[src/rtl/video_timing_pkg.sv]
// Shared types and constants for the video timing receiver.
package video_timing_pkg;

   localparam int CORDW_DEF = 16;

   localparam logic POL_NEG = 1'b0;
   localparam logic POL_POS = 1'b1;

   typedef enum logic {
      IDLE = 1'b0,
      RUN  = 1'b1
   } state_t;

endpackage

[src/rtl/video_timing_rx_sync_edge.sv]
// One-bit input register with a previous-value register; rise/fall compare the two.
module sync_edge (
   input  logic clk,
   input  logic rst,
   input  logic d,
   output logic q,
   output logic rise,
   output logic fall
);

   logic prev;

   always_ff @(posedge clk or posedge rst) begin
      if (rst) begin
         q    <= 1'b0;
         prev <= 1'b0;
      end else begin
         q    <= d;
         prev <= q;
      end
   end

   assign rise = q & ~prev;
   assign fall = ~q & prev;

endmodule

[src/rtl/video_timing_rx.sv]
// Recovers coordinates, strobes and sync polarity from an hsync/vsync/de stream,
// measures active size per frame and reports lock against the expected resolution.
module video_timing_rx
   import video_timing_pkg::*;
#(
   parameter int CORDW       = CORDW_DEF,
   parameter int H_RES       = 800,
   parameter int V_RES       = 600,
   parameter int LOCK_FRAMES = 2
) (
   input  logic                    clk_pix,
   input  logic                    rst_pix,
   input  logic                    hsync,
   input  logic                    vsync,
   input  logic                    de,
   output logic                    de_o,
   output logic                    frame,
   output logic                    line,
   output logic signed [CORDW-1:0] sx,
   output logic signed [CORDW-1:0] sy,
   output logic                    h_pol,
   output logic                    v_pol,
   output logic signed [CORDW-1:0] h_act,
   output logic signed [CORDW-1:0] v_act,
   output logic                    locked
);

   localparam logic [CORDW-1:0] CMAX  = {1'b0, {(CORDW-1){1'b1}}};
   localparam logic [CORDW-1:0] ONE   = CORDW'(1);
   localparam logic [CORDW-1:0] H_EXP = CORDW'(H_RES);
   localparam logic [CORDW-1:0] V_EXP = CORDW'(V_RES);
   localparam logic [3:0]       LOCK_N = 4'(LOCK_FRAMES);

   function automatic logic [CORDW-1:0] sat_inc(input logic [CORDW-1:0] v);
      return (v == CMAX) ? v : v + ONE;
   endfunction

   logic hs_s1;
   logic vs_s1, vs_rise, vs_fall;
   logic de_s1, de_rise, de_fall;

   // hsync only contributes its level (polarity sampling); its edges are not needed.
   sync_edge u_hs (.clk(clk_pix), .rst(rst_pix), .d(hsync), .q(hs_s1), .rise(), .fall());
   sync_edge u_vs (.clk(clk_pix), .rst(rst_pix), .d(vsync), .q(vs_s1), .rise(vs_rise), .fall(vs_fall));
   sync_edge u_de (.clk(clk_pix), .rst(rst_pix), .d(de), .q(de_s1), .rise(de_rise), .fall(de_fall));

   state_t state_q, state_d;

   logic [CORDW-1:0] pix_cnt;
   logic [CORDW-1:0] line_cnt;
   logic [3:0]       lock_cnt;
   logic             first_line;
   logic             line_bad;

   logic       vs_edge;
   logic       run_now;
   logic       check_frame;
   logic       line_bad_now;
   logic       frame_ok;
   logic       pol_change;
   logic [3:0] lock_inc;

   always_comb begin
      state_d = state_q;
      if (state_q == IDLE && vs_edge) state_d = RUN;
   end

   always_ff @(posedge clk_pix or posedge rst_pix) begin
      if (rst_pix) state_q <= IDLE;
      else         state_q <= state_d;
   end

   always_comb begin
      vs_edge      = (v_pol == POL_POS) ? vs_rise : vs_fall;
      // An edge seen while IDLE already counts as running, so a coincident de rise is frame start.
      run_now      = (state_q == RUN) | vs_edge;
      check_frame  = (state_q == RUN) & vs_edge;
      line_bad_now = de_fall & ((pix_cnt != H_EXP) | (pix_cnt == CMAX));
      frame_ok     = !line_bad && !line_bad_now && (line_cnt == V_EXP) && (line_cnt != CMAX);
      pol_change   = de_rise & (((~hs_s1) != h_pol) | ((~vs_s1) != v_pol));
      lock_inc     = (lock_cnt >= LOCK_N) ? LOCK_N : lock_cnt + 4'd1;
   end

   always_ff @(posedge clk_pix or posedge rst_pix) begin
      if (rst_pix) begin
         de_o       <= 1'b0;
         frame      <= 1'b0;
         line       <= 1'b0;
         sx         <= '0;
         sy         <= '0;
         h_pol      <= POL_NEG;
         v_pol      <= POL_NEG;
         h_act      <= '0;
         v_act      <= '0;
         locked     <= 1'b0;
         pix_cnt    <= '0;
         line_cnt   <= '0;
         lock_cnt   <= '0;
         first_line <= 1'b0;
         line_bad   <= 1'b0;
      end else begin
         frame <= 1'b0;
         line  <= 1'b0;
         de_o  <= run_now & de_s1;

         if (de_rise) begin
            h_pol <= ~hs_s1;
            v_pol <= ~vs_s1;
         end

         if (run_now) begin
            if (de_fall) begin
               h_act <= pix_cnt;
               if (line_bad_now) begin
                  locked   <= 1'b0;
                  line_bad <= 1'b1;
               end
            end

            // The frame edge is handled before any de rise in the same cycle.
            if (vs_edge) begin
               first_line <= 1'b1;
               line_cnt   <= '0;
               line_bad   <= 1'b0;
               if (check_frame) begin
                  v_act <= line_cnt;
                  if (frame_ok) begin
                     lock_cnt <= lock_inc;
                     locked   <= (lock_inc == LOCK_N);
                  end else begin
                     lock_cnt <= '0;
                     locked   <= 1'b0;
                  end
               end
            end

            if (de_rise) begin
               sx      <= '0;
               pix_cnt <= ONE;
               line    <= 1'b1;
               if (vs_edge || first_line) begin
                  sy         <= '0;
                  frame      <= 1'b1;
                  first_line <= 1'b0;
                  line_cnt   <= ONE;
               end else begin
                  sy       <= sat_inc(sy);
                  line_cnt <= sat_inc(line_cnt);
               end
            end else if (de_s1) begin
               sx      <= sat_inc(sx);
               pix_cnt <= sat_inc(pix_cnt);
            end
         end

         if (pol_change) begin
            locked   <= 1'b0;
            lock_cnt <= '0;
         end
      end
   end

endmodule

[config.mk]
export PLATFORM = sky130hd
export DESIGN_NAME = video_timing_rx
export DESIGN_NICKNAME = d
export VERILOG_FILES = /design/src/rtl/video_timing_pkg.sv /design/src/rtl/video_timing_rx_sync_edge.sv /design/src/rtl/video_timing_rx.sv
export SDC_FILE = /design/constraint.sdc
export NUM_CORES = 1
export LEC_CHECK = 0
export ABC_AREA = 1
export CAP_MARGIN = 30
export CORE_ASPECT_RATIO = 0.9
export CORE_MARGIN = 2
export CORE_UTILIZATION = 44
export CTS_CLUSTER_SIZE = 30
export DETAILED_ROUTE_END_ITERATION = 8
export PLACE_DENSITY = 0.62
export RECOVER_POWER = 50
export SLEW_MARGIN = 10
export SYNTH_ARGS = -nofsm -noshare
export SYNTH_HDL_FRONTEND = slang
export SYNTH_SLANG_ARGS = --single-unit
[constraint.sdc]
create_clock -name clk_pix -period 10.26 [get_ports clk_pix]
set_input_delay 1.026 -clock clk_pix [delete_from_list [all_inputs] [get_ports clk_pix]]
set_output_delay 1.026 -clock clk_pix [all_outputs]
set_load 0.05 [all_outputs]
==> reports/metrics.yaml <==
final_layout:
  post_route_cells_drive_above_1_share_pct: 5.81
  multi_input_comb_area_mm2: 0.00287
  antenna_cells_inserted: 0
  seq_area_mm2: 0.00285
  n_fill_cell: 1257
  finish.net_count: 913
  area_growth_syn_to_layout_pct: 25.1
yosys:
  synth_sequential_area_ratio_pct: 46.4
  netlist-cell-type-count: 30
  ys_warn_count: 0
  ys.flop_type: "dfrtp_1"
  synth_fp_nets: 837
  synth_cells: 824
  post_synth_top_cells: "nand2_1, dfrtp_1, nor2_1, inv_1, o21ai_0"
  synth.avg_cell_area_um2: 7.46
  synth-edff-count: 0
  synthDominantCellAreaShare_pct: 46.4
  synth_most_common_cell: "nand2_1"
  ys_ff_latch: 114
  synth_area_mm2: 0.00615
  main_area_contributors_after_synthesis: "dfrtp_1, nand2_1, o21ai_0, nor2_1, nand3_1"
  synthArstFlopShare_pct: 100
  synth_top_area_cell: "dfrtp_1"
die:
  initial_utilization_pct: 45.5
  die_height_um: 116
  fp.dieW_um: 129
  floorplan.die_area_mm2: 0.0149
  boundary_pin_count: 75
  coreArea_mm2: 0.0135
  placementRows: 40
routing:
  routed_antenna_nets: 0
  initialDrtViolationCount: 464
  drcViolationCount: 0
  detail_route.vias_per_cell: 5.14
  drt-pass1-iter-count: 5
  totalWireLength_um: 15200
  route.vias.total: 5555
  wl_per_cell_um: 14.1
timing:
  final-setup-viol-count: 0
  timing.setup.tns_ns: 0
  tightest_slew_ns: 1.66
  fin_skew_ns: 0.00902
  timing.slew.headroom_pct: -11.0
  final.min_clock_period_ns: 3.30
  hold_viol: 0
  achievable-frequency_ghz: 0.303
  rsz0062_at_grt: "false"
  finalCritPeriodShare_pct: 32.2
  final-max-slew-violation-count: 38
cts:
  cts_buffers: 17
  cts_root_buffer: "clkbuf_16"
  clk_pin_slew_ns: 0.05
  cts_htree_levels: 4
  tritoncts: "built"
  cts.hold.buffers_added: 0
  insertion_delay_ns: 0.42
  cts_post_setup_buffers_inserted: 0
  post_cts_resized: 0
  cts.sink_count: 114
  clk_path_buf_depth: 2
power_and_ir_drop:
  static-leakage-power_nw: 3.37
  cellInternalPower_mw: 0.954
  power_density_mw_per_mm2: 172
  combPwrFrac_pct: 14.5
  p_switching_mw: 0.366
  total_power_mw: 1.32
  sequentialPowerShare_pct: 37.7
  netSwitchingFraction_pct: 27.7
  power.ir.vdd_worst_mv: 0.126
  clkPwrFrac_pct: 47.8
global_routing:
  grt_first_pass_wirelength_um: 25400
  grtUsageTotal_pct: 21.7
  grt_max_degree: 79
  number_of_global_route_vias_before_repair: 5214
  grt-ovfl-total: 0
  antenna_found_initial: 0
worst_setup_path:
  crit_type: "input pin to async pin"
  crit_path_cell_trace: "dlygate4sd3_1 -> clkinvlp_2 -> clkbuf_1 -> buf_16"
  worst_path_dominant_cell_family: "buffers and inverters"
  cp-end-kind: "async pin"
  crit_required_ns: 10.84
  timing.critical_path.arrival_ns: 3.88
  critPathMaxStageDelay_ns: 0.96
  crit_path_max_fanout: 59
  critical_path.slowest_cell: "clkinvlp_2"
  crit_buf_inv: 4
  category_of_the_worst_setup_path_launch_point: "input pin"
outcome:
  failed_checks: "max-capacitance violations, max-slew violations"
  status: "finished with violations"
placed_design:
  estimated_wirelength_of_the_detail_placed_design_um: 10400
  placer_s_final_routability_congestion_estimate: 0.900
  io_buffers: 74
flow_run:
  max_cap_violations: 1
min_path:
  timing.hold.worst.class: "register to register"
[registers in the layout, indices dropped and copies added (netlist names), 4 cells and up]
name	cells
line_cnt	16
v_act	16
pix_cnt	16
lock_cnt	4
h_act	16
sx	16
sy	16
[path summary, 6_finish.rpt]
path,start,end,slack (ns),cells after the start
min in group asynchronous,rst_pix,sx[1],1.46,2
worst min register to register,u_vs.q,u_vs.prev,0.45,0
worst min-delay path,u_vs.q,u_vs.prev,0.45,0
worst max-delay path,rst_pix,pix_cnt[1],6.96,4
max in group clk_pix,sy[12],sy[12],7.48,1
worst max register to register,v_pol,sy[8],7.87,12
[cell usage in the layout (no fill, tap or decap), types with 8 or more instances in the layout]
cell / n
nand3_1: 63
nand4_1: 34
o21ai_0: 73
dfrtp_1: 114
nor3_1: 20
clkbuf_16: 17
nand2_1: 260
inv_1: 78
xor2_1: 21
ha_1: 8
nor2_1: 85
clkdlybuf4s50_1: 70
o21ai_1: 8
[metrics by stage]
stage / util [%] / hold WS, ns / worst slack [ns] / instances / area, µm²
2_1_floorplan: - / 0.395 / 6.22 / 824 / 6150
3_3_place_gp: 51.8 / 0.421 / 7.43 / 1045 / 7000
3_5_place_dp: 52.1 / 0.428 / 7.37 / 1047 / 7050
4_1_cts: 56.8 / 0.440 / 7.47 / 1079 / 7670
5_1_grt: 56.9 / 0.462 / 6.54 / 1081 / 7690
6_report: 56.9 / 0.447 / 6.96 / 1081 / 7690
[power groups by stage]
stage	clock network (mW)	registers [mW]	logic, mW
2_1_floorplan	0	0.555	0.0794
3_3_place_gp	0	0.504	0.185
3_5_place_dp	0	0.504	0.191
4_1_cts	0.641	0.497	0.192
5_1_grt	0.664	0.501	0.210
6_report	0.632	0.498	0.192
[routing by layer]
layer / GRT usage [%] / wire length, µm / share of wire, %
met1: 32.0 / 7900 / 52
met2: 31.5 / 6370 / 42
met3: 5.31 / 824 / 5.4
met4: 7.10 / 152 / 1.0
met5: 0 / 0 / 0
[cells by family after synthesis]
kind of cell             Yosys count  synth area share (%)
AND/OR/NAND/NOR                  482                  33.6
flip-flops                       114                  46.4
buffers and inverters            103                  6.80
AO/OA/AOI/OAI                     92                  8.08
XOR/XNOR                          25                  3.56
adder cells (fa/ha/maj)            8                  1.63
[worst register-to-register path, cell delays in order, from the launching register on]
cell     delay [ns]
dfrtp_1        0.40
nor2_1         0.08
nand2_1        0.06
nand2_1        0.10
nor2_2         0.42
buf_8          0.23
inv_2          0.14
nor2_1         0.11
nand2_1        0.07
nand2_2        0.33
inv_1          0.19
nand2_1        0.10
nand2_1        0.06
[final cells by class]
cell class / count / area share, %
clock buffers: 22 / 6.16
multi-input cells: 607 / 37.4
flip-flops and latches: 114 / 37.1
clock inverters: 10 / 2.02
inverters: 80 / 3.92
well taps: 168 / 2.73
repair buffers: 80 / 10.7
Note: power is estimated with default switching activity, not from simulation.
